### src/rtl/quad_enc_input_decoder_pkg.sv
// ---------------------------------------------------------------------------
// quad_enc_input_decoder_pkg
// Shared definitions for the quadrature encoder receive path. It holds the
// quadrature AB state codes, the direction codes, the per-clock step
// classification used by the decoder, and the helper functions that classify
// an AB transition.
// ---------------------------------------------------------------------------
package quad_enc_input_decoder_pkg;

   // Filtered {A,B} levels, listed in forward (+1) order.
   localparam logic [1:0] QUAD_S00 = 2'b00;
   localparam logic [1:0] QUAD_S01 = 2'b01;
   localparam logic [1:0] QUAD_S11 = 2'b11;
   localparam logic [1:0] QUAD_S10 = 2'b10;

   localparam logic DIR_FWD = 1'b1;
   localparam logic DIR_REV = 1'b0;

   // This width is enough for the largest supported filter length (15).
   localparam int FILT_CNT_W = 4;

   typedef enum logic [1:0] {
      STEP_NONE = 2'd0,
      STEP_INC  = 2'd1,
      STEP_DEC  = 2'd2,
      STEP_ERR  = 2'd3
   } step_t;

   // Returns the AB state that one forward step leads to.
   function automatic logic [1:0] fwd_next(input logic [1:0] ab);
      logic [1:0] nxt;
      case (ab)
         QUAD_S00: nxt = QUAD_S01;
         QUAD_S01: nxt = QUAD_S11;
         QUAD_S11: nxt = QUAD_S10;
         default:  nxt = QUAD_S00;
      endcase
      return nxt;
   endfunction

   // Classifies one clock of AB history. When neither state is the forward
   // neighbour of the other, both bits have changed, and that is illegal.
   function automatic step_t quad_step(input logic [1:0] prev_ab,
                                       input logic [1:0] curr_ab);
      step_t s;
      if (curr_ab == prev_ab)
         s = STEP_NONE;
      else if (curr_ab == fwd_next(prev_ab))
         s = STEP_INC;
      else if (prev_ab == fwd_next(curr_ab))
         s = STEP_DEC;
      else
         s = STEP_ERR;
      return s;
   endfunction

endpackage

### src/rtl/din_sync_filter.sv
// ---------------------------------------------------------------------------
// din_sync_filter
// This block takes one asynchronous digital input. It passes the input
// through a two-flop synchronizer and then a stability filter. The filtered
// output changes only after the synchronized level has differed from it for
// FILT_LEN consecutive clocks, so shorter pulses are rejected completely. The
// block is reusable for encoder, Hall and single-ended digital inputs.
//
// Ports:
//   xclk     - system clock, rising edge
//   reset    - synchronous active-high reset (clears synchronizer and filter)
//   raw      - asynchronous input level
//   filtered - synchronized, debounced level
// ---------------------------------------------------------------------------
module din_sync_filter
   import quad_enc_input_decoder_pkg::*;
#(
   parameter int FILT_LEN = 4
)
(
   input  logic xclk,
   input  logic reset,
   input  logic raw,
   output logic filtered
);

   localparam logic [FILT_CNT_W-1:0] CNT_LAST = FILT_CNT_W'(FILT_LEN - 1);

   logic                  sync_p0;
   logic                  sync_p1;
   logic [FILT_CNT_W-1:0] stable_cnt;

   // ---- synchronizer (p0, p1) -> filter ----
   always_ff @(posedge xclk) begin
      if (reset) begin
         sync_p0    <= 1'b0;
         sync_p1    <= 1'b0;
         stable_cnt <= '0;
         filtered   <= 1'b0;
      end else begin
         sync_p0 <= raw;
         sync_p1 <= sync_p0;
         // The counter measures how long the synchronized level has
         // disagreed with the output. Any return to agreement restarts it.
         if (sync_p1 != filtered) begin
            if (stable_cnt == CNT_LAST) begin
               filtered   <= sync_p1;
               stable_cnt <= '0;
            end else begin
               stable_cnt <= stable_cnt + 1'b1;
            end
         end else begin
            stable_cnt <= '0;
         end
      end
   end

endmodule

### src/rtl/quad_enc_input_decoder.sv
// ---------------------------------------------------------------------------
// quad_enc_input_decoder
// This block decodes a received quadrature encoder channel (A, B, Index) into
// a 4x position count. Each input is synchronized and glitch-filtered. The
// block then registers the AB transition and applies it to the position
// counter. It latches the count at each Index rising edge and keeps a sticky
// flag for illegal transitions, where both bits change at once.
//
// Ports:
//   xclk           - system clock, rising edge
//   reset          - synchronous active-high reset
//   enable         - 1 = count; 0 = position frozen (filters keep tracking)
//   enc_a_in       - raw encoder A (async)
//   enc_b_in       - raw encoder B (async)
//   enc_i_in       - raw encoder Index (async)
//   clear_count    - pulse: zero position and index_seen
//   index_clear_en - Index rising edge zeroes position
//   error_clear    - pulse: clear quad_error
//   position       - 4x count, modulo 2^CNT_W
//   index_position - position captured at the last Index rising edge
//   index_seen     - sticky, set by Index rising edge
//   direction      - 1 = last valid step was +1, 0 = -1
//   quad_error     - sticky illegal-transition flag
// ---------------------------------------------------------------------------
module quad_enc_input_decoder
   import quad_enc_input_decoder_pkg::*;
#(
   parameter int CNT_W    = 16,
   parameter int FILT_LEN = 4
)
(
   input  logic             xclk,
   input  logic             reset,
   input  logic             enable,
   input  logic             enc_a_in,
   input  logic             enc_b_in,
   input  logic             enc_i_in,
   input  logic             clear_count,
   input  logic             index_clear_en,
   input  logic             error_clear,
   output logic [CNT_W-1:0] position,
   output logic [CNT_W-1:0] index_position,
   output logic             index_seen,
   output logic             direction,
   output logic             quad_error
);

   logic             filt_a;
   logic             filt_b;
   logic             filt_i;

   logic [1:0]       ab_prev_p0;
   logic             i_prev_p0;
   step_t            step_p0;
   logic             i_rise_p0;

   logic [CNT_W-1:0] pos_next;

   din_sync_filter #(.FILT_LEN(FILT_LEN)) u_filt_a (
      .xclk     (xclk),
      .reset    (reset),
      .raw      (enc_a_in),
      .filtered (filt_a)
   );

   din_sync_filter #(.FILT_LEN(FILT_LEN)) u_filt_b (
      .xclk     (xclk),
      .reset    (reset),
      .raw      (enc_b_in),
      .filtered (filt_b)
   );

   din_sync_filter #(.FILT_LEN(FILT_LEN)) u_filt_i (
      .xclk     (xclk),
      .reset    (reset),
      .raw      (enc_i_in),
      .filtered (filt_i)
   );

   // ---- decode stage p0: classify AB change, detect Index rise ----
   // The previous AB state is tracked even while counting is disabled. This
   // way, re-enabling cannot produce a step from a stale state.
   always_ff @(posedge xclk) begin
      if (reset) begin
         ab_prev_p0 <= QUAD_S00;
         i_prev_p0  <= 1'b0;
         step_p0    <= STEP_NONE;
         i_rise_p0  <= 1'b0;
      end else begin
         ab_prev_p0 <= {filt_a, filt_b};
         i_prev_p0  <= filt_i;
         step_p0    <= quad_step(ab_prev_p0, {filt_a, filt_b});
         i_rise_p0  <= filt_i & ~i_prev_p0;
      end
   end

   // Next count, by priority: clear, index zeroing, step, hold.
   always_comb begin
      pos_next = position;
      if (clear_count)
         pos_next = '0;
      else if (i_rise_p0 && index_clear_en && enable)
         pos_next = '0;
      else if (enable && (step_p0 == STEP_INC))
         pos_next = position + CNT_W'(1);
      else if (enable && (step_p0 == STEP_DEC))
         pos_next = position - CNT_W'(1);
   end

   // ---- count stage p1: position, index capture, flags ----
   always_ff @(posedge xclk) begin
      if (reset) begin
         position       <= '0;
         index_position <= '0;
         index_seen     <= 1'b0;
         direction      <= 1'b0;
         quad_error     <= 1'b0;
      end else begin
         position <= pos_next;
         // The capture takes the value position is about to hold, so a step
         // or a zeroing in the same cycle is included.
         if (i_rise_p0)
            index_position <= pos_next;
         if (clear_count)
            index_seen <= 1'b0;
         else if (i_rise_p0)
            index_seen <= 1'b1;
         if (enable && (step_p0 == STEP_INC))
            direction <= DIR_FWD;
         else if (enable && (step_p0 == STEP_DEC))
            direction <= DIR_REV;
         // When a new error arrives in the same cycle as a clear, the error
         // wins.
         if (step_p0 == STEP_ERR)
            quad_error <= 1'b1;
         else if (error_clear)
            quad_error <= 1'b0;
      end
   end

endmodule

### config.mk
export PLATFORM = sky130hd
export DESIGN_NAME = quad_enc_input_decoder
export DESIGN_NICKNAME = d
export VERILOG_FILES = /design/src/rtl/quad_enc_input_decoder_pkg.sv /design/src/rtl/din_sync_filter.sv /design/src/rtl/quad_enc_input_decoder.sv
export SDC_FILE = /design/constraint.sdc
export NUM_CORES = 1
export LEC_CHECK = 0
export BUFFER_PORTS_ARGS = -buffer_cell sky130_fd_sc_hd__buf_2
export CAP_MARGIN = 15
export CORE_MARGIN = 4
export CORE_UTILIZATION = 35
export DETAILED_ROUTE_END_ITERATION = 6
export HOLD_SLACK_MARGIN = 0.03
export SYNTH_ARGS = -nofsm -noshare
export SYNTH_HDL_FRONTEND = slang
export SYNTH_SLANG_ARGS = --single-unit
### constraint.sdc
create_clock -name xclk -period 1.8 [get_ports xclk]
set_clock_uncertainty 0.1 [all_clocks]
set_input_delay 0.27 -clock xclk [delete_from_list [all_inputs] [get_ports xclk]]
set_output_delay 0.27 -clock xclk [all_outputs]
set_load 0.005 [all_outputs]
==> results.ini <==
[logic_synthesis]
synth_simple_gate_area_share=0.2620
synth_top_family_by_area=simple AND/OR/NAND/NOR gates
synth_xor_xnor_area_share=0.07902
synth.distinct_cells=43
synth_area_per_cell_um2=8.779
ys_seq_area_frac=0.4666
synth_compound_area_frac=0.1077
synth-adder-area-share=0.02352
synthMuxAreaShare=0.01881
synth_seq_cells=62
syn_inst=303
synth_area_mm2=0.002660
yosysWarnings=0
synth_fp_nets=317

[layout]
multi_input_area_mm2=0.001421
final_cell_mix=57 x dfxtp_1, 43 x buf_2, 40 x nor2_1
mostFrequentLayoutCell=dfxtp_1
design_area_mm2=0.003508
fin_util=0.4786
diodes=0
fillers=726
register_area_mm2=0.001247
drive_gt1_frac=0.3008
area_delta_synth_final_pct=31.89
nets=388

[placement]
routabilityCongestion=0.7922
pre_cts_slack_ns=-0.1567
placed_area_mm2=0.003172
portBuffers=43
dp_hpwl_mm=4.377

[timing]
rsz0062_at_grt=yes
maxSlewViolCount=0
setup_slack_ns=-0.1205
setup_violations=16
clock.fmax_mhz=520.7
worst_pin_slew_ns=0.9295
slew_headroom=0.3780
finalCriticalPeriod_ns=1.920
whs_ns=0.04535
fin_crit_sh=1.067
finalHoldViolations=0

[hold_path]
hold_path_depth=2
hp-class=input pin to flop
worstHoldStart=enc_i_in
min_to=u_filt_i.sync_p0

[cts]
clock_path_buffers=2
clock_latency_ns=0.33
cts_tree=built
cts.sinks=62
htreeDepth=3
clk_pin_slew_ns=0.07
cts-root-buf=clkbuf_8
cts-buffers-inserted=9

[global_route]
grt_pass1_vias=2105
grt_pass1_wl_mm=9.770
antenna_found_initial=0
gr-total-overflow=0
groute.usage.overall=0.1389
grt_max_degree=23

[status]
status=finished, violations left
failed_checks=setup timing

[die]
die_x_um=95.18
core_area_mm2=0.007331
initial_core_util=0.3629
io-pin-count=44
std_cell_rows=31
die_area_mm2=0.009059
die_h_um=95.18

[routing]
drc=0
ant_nets=0
dr.first_iter.drc_count=59
wl_per_cell_um=12.74
dr_total_vias=2279
drtPass1Iterations=4
wirelength_mm=6.090
vias_per_cell=4.768

[setup_path]
path_class=flop to flop
start_kind=flop
reg2reg_slack_ns=-0.12
timing.rr.end=index_position[15]
rr_worst_depth=5
critPathMaxFanout=2
worstReg2RegStart=position[9]
critPathCaptureType=flop
cp.arrival_ns=2.04
worstPathRequired_ns=1.92

[run]
drv_cap=0

[power]
p_leak_nw=1.425
pwr_density_cell_mw_per_mm2=746.8
peakVddDrop_v=0.0004226
p_total_mw=2.620

## per-stage QoR
step                      TNS [ns]  cells
after floorplan            -0.7039    303
after global placement      -1.430    459
after detailed placement    -1.705    459
after CTS                   -1.274    476
after global routing        -2.992    478
final                      -0.8729    478
## power by group
part	total, mW	switching (mW)	internal (mW)
Sequential	1.38	0.00370	1.38
Combinational	0.0705	0.0424	0.0281
Clock	1.17	0.532	0.634
## state kept, by name, summed over array words and instances, names as in the netlist
signal               cells
step_p0                  2
u_filt_a.sync_p1         1
index_position          16
i_rise_p0                1
i_prev_p0                1
u_filt_a.stable_cnt      4
ab_prev_p0               2
u_filt_b.sync_p1         1
u_filt_i.sync_p1         1
u_filt_b.filtered        1
index_seen               1
u_filt_i.sync_p0         1
quad_error               1
u_filt_a.sync_p0         1
position                16
u_filt_b.sync_p0         1
direction                1
u_filt_a.filtered        1
u_filt_i.filtered        1
u_filt_i.stable_cnt      4
u_filt_b.stable_cnt      4
## repair_timing
| action | CTS | global route |
|---|---|---|
| pin swaps | 10 | 7 |
| setup endpoints to repair | 21 | 25 |
| hold buffers | 0 | 1 |
| setup buffers | 1 | 1 |
| endpoints found under the hold margin | 0 | 1 |
| resized for setup | 7 | 17 |
## how the worst max path moves through the flow
stage	start	cells past startpoint	end
global route	position[9]	5	index_position[11]
CTS	position[3]	6	index_position[14]
finish	position[9]	5	index_position[15]
floorplan	position[6]	6	index_position[15]
detailed placement	enable	7	index_position[13]
global placement	enable	7	index_position[14]
## cell usage after synthesis, drive strengths merged
cell type  number  area share
a311o           1      0.0038
dfxtp          62        0.47
or3             6       0.014
a21oi          11       0.021
inv            11       0.016
o21ai          19       0.036
nor3b           3      0.0085
o2111ai         1      0.0033
o22ai           3      0.0071
o32ai           2      0.0094
and3            4      0.0094
or4             2      0.0056
clkbuf         12       0.017
nand4b          1      0.0033
nand2b          5       0.012
xnor2          12       0.040
nand3b          4       0.011
nor4            7       0.027
a31oi           1      0.0024
a211o           1      0.0033
nor2           41       0.058
nor2b          12       0.028
a32oi           1      0.0033
nand4           1      0.0024
a22oi           2      0.0056
buf             4      0.0099
nor3           10       0.019
and3b           1      0.0033
mux2i           5       0.019
a211oi          1      0.0028
a311oi          1      0.0033
nand2          27       0.038
nand3           8       0.015
or4b            2      0.0075
ha              5       0.024
xor2           12       0.040
o211a           1      0.0038
o311ai          1      0.0033
## logic make-up (layout without fill, tap and decap cells)
family / after synthesis / count (layout)
buffers and inverters: 27 / 103
AO/OA/AOI/OAI: 46 / 46
AND/OR/NAND/NOR: 134 / 134
multiplexers: 5 / 5
flip-flops: 62 / 62
XOR/XNOR: 24 / 24
adder cells (fa/ha/maj): 5 / 5
## layout make-up
class / count / share of cell area
multi-input cells: 214 / 0.4051
flip-flops and latches: 62 / 0.3556
repair buffers: 76 / 0.1380
clock buffers: 10 / 0.03638
well taps: 99 / 0.03531
clock inverters: 6 / 0.01783
inverters: 11 / 0.01177
## layer usage
metal | wire, um | GRT usage | vias up | part of all wire
met5 | 0 | 0 | - | 0
met4 | 126 | 0.06250 | 0 | 0.021
met3 | 259 | 0.03552 | 12 | 0.043
met2 | 2780 | 0.2128 | 47 | 0.46
met1 | 2923 | 0.1831 | 1046 | 0.48
li1 | - | - | 1174 | -
## worst max-delay path, stage by stage (launching register included)
cell	delay, ns
dfxtp_1	0.31
or4_4	0.57
nor4_4	0.32
a32oi_2	0.10
mux2i_1	0.14
a211o_1	0.26
(Power assumes the default switching activity.)
